File: src/rtl/mkt_pkg.sv
// Shared constants, message layout and header-stage state type for the
// receive-side market-data pipeline.
package mkt_pkg;

  localparam int unsigned HDR_BYTES_DEF = 14;
  localparam int unsigned MSG_BYTES     = 17;
  localparam int unsigned IDX_W         = 5;

  localparam logic [7:0] MSG_ADD  = 8'h41;
  localparam logic [7:0] DEC_BUY  = 8'h42;
  localparam logic [7:0] DEC_SELL = 8'h53;

  // Big-endian wire order: msg_type is the first byte received
  typedef struct packed {
    logic [7:0]  msg_type;
    logic [63:0] order_id;
    logic [31:0] price;
    logic [31:0] volume;
  } order_msg_t;

  typedef enum logic {
    HDR = 1'b0,
    PAY = 1'b1
  } rx_state_t;

endpackage

File: src/rtl/mkt_msg_deframer.sv
// Splits the payload byte stream into fixed 17-byte order messages and
// presents each completed message with a one-cycle field_valid.
module mkt_msg_deframer
  import mkt_pkg::*;
(
  input  logic       clk,
  input  logic       rst_n,
  input  logic [7:0] pay_byte,
  input  logic       pay_valid,
  output order_msg_t fields,
  output logic       field_valid
);

  localparam int unsigned SHIFT_W = (MSG_BYTES - 1) * 8;

  logic [IDX_W-1:0]   idx;
  logic [SHIFT_W-1:0] shreg;

  // A low pay_valid only occurs at a frame boundary, so it also drops partials
  always_ff @(posedge clk or negedge rst_n) begin
    if (!rst_n) begin
      idx         <= '0;
      shreg       <= '0;
      fields      <= '0;
      field_valid <= 1'b0;
    end else begin
      field_valid <= 1'b0;
      if (pay_valid) begin
        shreg <= {shreg[SHIFT_W-9:0], pay_byte};
        if (idx == IDX_W'(MSG_BYTES - 1)) begin
          fields      <= order_msg_t'({shreg, pay_byte});
          field_valid <= 1'b1;
          idx         <= '0;
        end else begin
          idx <= idx + IDX_W'(1);
        end
      end else begin
        idx <= '0;
      end
    end
  end

endmodule

File: src/rtl/market_rx_pipeline.sv
// Ethernet byte stream in, registered buy/sell decisions out: strips the L2
// header, deframes order messages and applies the price thresholds.
module market_rx_pipeline
  import mkt_pkg::*;
#(
  parameter int unsigned HDR_BYTES      = HDR_BYTES_DEF,
  parameter logic [31:0] BUY_THRESHOLD  = 32'd1000,
  parameter logic [31:0] SELL_THRESHOLD = 32'd2000
) (
  input  logic        clk,
  input  logic        rst_n,
  input  logic [7:0]  rx_byte,
  input  logic        rx_valid,
  output logic        decision_valid,
  output logic [7:0]  decision_type,
  output logic [63:0] d_order_id,
  output logic [31:0] d_price,
  output logic [31:0] d_volume
);

  localparam int unsigned CNT_W = $clog2(HDR_BYTES + 1);

  rx_state_t        state;
  logic [CNT_W-1:0] hdr_cnt;
  logic [7:0]       pay_byte;
  logic             pay_valid;
  order_msg_t       fields;
  logic             field_valid;
  logic             buy_c;
  logic             sell_c;

  // Header strip: discard HDR_BYTES, then forward payload one cycle later
  always_ff @(posedge clk or negedge rst_n) begin
    if (!rst_n) begin
      state     <= HDR;
      hdr_cnt   <= '0;
      pay_byte  <= '0;
      pay_valid <= 1'b0;
    end else begin
      pay_valid <= 1'b0;
      if (!rx_valid) begin
        state   <= HDR;
        hdr_cnt <= '0;
      end else begin
        case (state)
          HDR: begin
            if (hdr_cnt == CNT_W'(HDR_BYTES - 1)) begin
              state   <= PAY;
              hdr_cnt <= '0;
            end else begin
              hdr_cnt <= hdr_cnt + CNT_W'(1);
            end
          end
          PAY: begin
            pay_valid <= 1'b1;
            pay_byte  <= rx_byte;
          end
          default: state <= HDR;
        endcase
      end
    end
  end

  mkt_msg_deframer u_deframer (
    .clk         (clk),
    .rst_n       (rst_n),
    .pay_byte    (pay_byte),
    .pay_valid   (pay_valid),
    .fields      (fields),
    .field_valid (field_valid)
  );

  // Buy wins if misconfigured thresholds would let both fire
  assign buy_c  = field_valid && (fields.msg_type == MSG_ADD) && (fields.price < BUY_THRESHOLD);
  assign sell_c = field_valid && (fields.msg_type == MSG_ADD) && (fields.price > SELL_THRESHOLD);

  always_ff @(posedge clk or negedge rst_n) begin
    if (!rst_n) begin
      decision_valid <= 1'b0;
      decision_type  <= '0;
      d_order_id     <= '0;
      d_price        <= '0;
      d_volume       <= '0;
    end else begin
      decision_valid <= buy_c || sell_c;
      if (buy_c || sell_c) begin
        decision_type <= buy_c ? DEC_BUY : DEC_SELL;
        d_order_id    <= fields.order_id;
        d_price       <= fields.price;
        d_volume      <= fields.volume;
      end
    end
  end

endmodule

File: config.mk
export PLATFORM = sky130hd
export DESIGN_NAME = market_rx_pipeline
export DESIGN_NICKNAME = d
export VERILOG_FILES = /design/src/rtl/mkt_pkg.sv /design/src/rtl/mkt_msg_deframer.sv /design/src/rtl/market_rx_pipeline.sv
export SDC_FILE = /design/constraint.sdc
export NUM_CORES = 1
export LEC_CHECK = 0
export ABC_AREA = 1
export BUFFER_PORTS_ARGS = -buffer_cell sky130_fd_sc_hd__clkbuf_2
export CORE_MARGIN = 8
export CORE_UTILIZATION = 53
export DETAILED_ROUTE_END_ITERATION = 10
export GPL_ROUTABILITY_DRIVEN = 0
export PLACE_DENSITY_LB_ADDON = 0.25
export SETUP_SLACK_MARGIN = 0.4
export SYNTH_ARGS = -nofsm -noshare
export SYNTH_HDL_FRONTEND = slang
export SYNTH_SLANG_ARGS = --single-unit
File: constraint.sdc
create_clock -name clk -period 1.64 [get_ports clk]
set_input_delay 0.246 -clock clk [delete_from_list [all_inputs] [get_ports clk]]
set_output_delay 0.246 -clock clk [all_outputs]
set_load 0.01 [all_outputs]
==> impl_metrics.env <==
export IMPL_synthFlopType="dfrtp_1"
export IMPL_cts_root_buffer_cell="clkbuf_16"
export IMPL_overflow=0
export IMPL_post_dp_cell_area_um2=17500
export IMPL_cts_path_max_buffers=3
export IMPL_timing_max_transition_violations_final=0
export IMPL_ys_seq_elements=415
export IMPL_clkSinkCount=415
export IMPL_drt_pass1_iterations=5
export IMPL_r2r_start="u_deframer.fields[36]$_DFFE_PN0P_"
export IMPL_placeableCoreArea_um2=29700
export IMPL_grt_pass1_vias=11877
export IMPL_ctsHtreeMaxLevel=2
export IMPL_insertedDiodeCount=0
export IMPL_clk_pin_slew_ns=0.06
export IMPL_cap_violations=0
export IMPL_yosys_cell_count_top_type="nand2_1"
export IMPL_endpoint="d_order_id[34]$_DFFE_PN0P_"
export IMPL_post_synth_inst_count=1542
export IMPL_route_final_wire_length_mm=47.8
export IMPL_critical_path_slowest_cell="dfrtp_1"
export IMPL_initial_core_util_pct=53.9
export IMPL_drive_above_1_share_pct=31.3
export IMPL_final_hold_viol_count=0
export IMPL_syn_to_final_growth_pct=34.6
export IMPL_clk_insertion_delay_late_ns=0.53
export IMPL_timing_critical_path_to_type="flop"
export IMPL_r2r_cells=9
export IMPL_cp_startpoint_kind="flop"
export IMPL_path_cells="buf_4 -> o21ai_2 -> o21ai_2 -> nor2_4 -> buf_12 -> nand2_8 -> clkbuf_16 -> nand3_1 -> nand2_1"
export IMPL_synth_cell_area_um2=16000
export IMPL_worst_slack_ns=-0.244
export IMPL_drc_violations_left=0
export IMPL_num_io_pins=148
export IMPL_seq_area_frac_synth_pct=64.9
export IMPL_grt_setup_unrepaired="yes"
export IMPL_period_minus_slack_ns=1.88
export IMPL_finalSetupViolCount=255
export IMPL_worst_r2r_setup_slack_ns=-0.24
export IMPL_grt_start_max_net_pins=131
export IMPL_cts_buffers_inserted=43
export IMPL_critical_path_max_stage_delay_ns=0.42
export IMPL_design_area_um2=21500
export IMPL_worst_ep_required_time_ns=2.05
export IMPL_criticalPathCategory="flop to flop"
export IMPL_synth_async_sr_flop_share_pct=100
export IMPL_fin_worst_hold_slack_ns=0.230
export IMPL_timing_critical_path_fanout_max=23
export IMPL_antenna_found_initial=0
export IMPL_critPathArrivalTime_ns=2.29
export IMPL_timing_final_crit_share_pct=115
export IMPL_violations="negative setup slack"
export IMPL_ys_warn_count=0
export IMPL_worst_clock_skew_ns=0.0127
export IMPL_grt_pass1_wl_mm=62.0
export IMPL_regToRegEndpoint="d_order_id[34]$_DFFE_PN0P_"
export IMPL_dpl_worst_slack_ns=-0.127
export IMPL_grt_usage_pct=21.0
export IMPL_dominant_cell_type_by_area_after_synthesis="dfrtp_1"
export IMPL_critPathLaunch="u_deframer.fields[36]$_DFFE_PN0P_"
export IMPL_tightest_hold_check_type="input port to async pin"
export IMPL_p_leak_nw=11.2
export IMPL_number_of_distinct_library_cell_variants_in_the_gate_level_netlist_after_synthesis=26
export IMPL_ant_nets=0
export IMPL_critical_path_most_common_cell="o21ai_2"
export IMPL_first_iter_violations=1085
export IMPL_clock_fmax_ghz=0.531
export IMPL_postSynthAreaPerCell_um2=10.4
export IMPL_yosysTopAreaCellShare_pct=64.9
export IMPL_finish_net_count=1837
export IMPL_ys_top_cells_by_area="dfrtp_1, nand2_1, mux2_2, nand3_1, o21ai_0"
export IMPL_power_density_nw_per_um2=937
export IMPL_tritoncts="yes"
export IMPL_synth_enable_flop_cells=0
export IMPL_worst_ir_drop_vdd_uv=704
export IMPL_netlist_top_cells_count="nand2_1, dfrtp_1, nand3_1, o21ai_0, inv_1"
export IMPL_vias_per_cell=5.57
export IMPL_std_cell_rows=63
export IMPL_port_buffers=143
export IMPL_place_detailed_hpwl_mm=22.0
export IMPL_detailroute_via_count=12462
export IMPL_detail_route_wl_per_cell_um=21.3
export IMPL_floorplan_die_height_um=190
export IMPL_run_status="complete, but fails checks"
export IMPL_fp_dieArea_um2=36000
export IMPL_die_width_um=190
==> cells by family after synthesis <==
logic type / share of synthesized area (%)
DFF: 64.9
adders and majority gates: 0.313
AOI/OAI and AO/OA: 7.20
buffers and inverters: 5.42
and+or+nand+nor: 16.9
other: 0.0234
xor gates and xnor gates: 0.274
muxes: 4.99
==> worst min-delay path by stage <==
stage               slack, ns                            endpoint  depth (start not counted)  start
floorplan               -0.05           d_order_id[0]$_DFFE_PN0P_                          0  rst_n
global placement         0.18          d_order_id[42]$_DFFE_PN0P_                          1  rst_n
detailed placement       0.18          d_order_id[42]$_DFFE_PN0P_                          1  rst_n
CTS                      0.22  u_deframer.fields[126]$_DFFE_PN0P_                          2  rst_n
global route             0.26  u_deframer.fields[126]$_DFFE_PN0P_                          2  rst_n
finish                   0.23          d_order_id[42]$_DFFE_PN0P_                          2  rst_n
==> state kept, by name, indices dropped and copies added, names as in the netlist <==
signal,count
d_order_id,64
d_price,32
d_volume,32
decision_type,2
decision_valid,1
hdr_cnt,4
pay_byte,8
pay_valid,1
state,1
u_deframer.field_valid,1
u_deframer.fields,136
u_deframer.idx,5
u_deframer.shreg,128
==> critical path, delay by kind of cell (launching register included) <==
| kind | cells | cell delay (ns) |
|---|---|---|
| DFF | 1 | 0.42 |
| AOI/OAI and AO/OA | 2 | 0.28 |
| buffers and inverters | 3 | 0.55 |
| and+or+nand+nor | 4 | 0.50 |
==> area by class of cell <==
type	count	area, um^2
fillers	2009	8180
well taps	390	488
flip-flops and latches	415	10400
multi-input cells	956	5500
repair buffers	328	3490
clock inverters	7	68.8
inverters	78	295
clock buffers	64	1310
==> where the power goes <==
| group | switching, mW | total, mW | leakage, nW | internal, mW |
|---|---|---|---|---|
| Sequential | 0.0267 | 10.3 | 5.79 | 10.3 |
| Clock | 3.91 | 9.54 | 0.679 | 5.64 |
| Combinational | 0.246 | 0.333 | 4.72 | 0.0872 |
==> metrics by stage <==
stage               util (%)  setup TNS (ns)  instances  power (mW)
floorplan                  -               0       1545        10.5
global placement        59.0          -10.47       2053        10.8
detailed placement      59.0          -13.81       2053        10.8
CTS                     66.1           -9.34       2157        20.3
global route            72.5          -57.30       2238        20.8
finish                  72.5          -35.27       2238        20.2
==> metal layers <==
layer	vias to the layer above	part of all wire, %	GRT usage, %
li1	5545	-	-
met1	6350	42	27.9
met2	457	49	35.8
met3	110	6.2	3.35
met4	0	3.1	5.53
met5	-	0	0
==> placed cells by master (no fill, tap or decap), types with 4 or more instances in the layout <==
| master | netlist | layout |
|---|---|---|
| buf_8 | 1 | 10 |
| clkinv_2 | 0 | 4 |
| buf_16 | 0 | 18 |
| nor2_1 | 32 | 28 |
| mux2_2 | 71 | 25 |
| dfrtp_1 | 415 | 413 |
| buf_6 | 12 | 19 |
| buf_12 | 0 | 25 |
| nand2_8 | 0 | 6 |
| nand3_1 | 134 | 112 |
| nand2_1 | 496 | 413 |
| conb_1 | 1 | 4 |
| inv_2 | 3 | 4 |
| mux2_4 | 0 | 46 |
| dlygate4sd3_1 | 0 | 10 |
| clkbuf_8 | 0 | 11 |
| nand3_2 | 0 | 22 |
| o21a_1 | 61 | 61 |
| clkbuf_16 | 0 | 75 |
| clkbuf_1 | 28 | 8 |
| nand2_4 | 0 | 20 |
| nand2_2 | 3 | 63 |
| o21ai_0 | 134 | 132 |
| buf_4 | 13 | 80 |
| clkbuf_2 | 0 | 135 |
| inv_1 | 75 | 73 |
==> what timing repair did <==
action / 4_1_cts / 5_1_grt
cloned: 10 / 42
setup endpoints to repair: 471 / 520
buffers inserted: 13 / 39
pin swaps: 15 / 26
gates resized for setup: 64 / 186
hold buffers: 10 / 0
hold endpoints to repair: 172 / 0
Power figures use the tool's default switching activity.
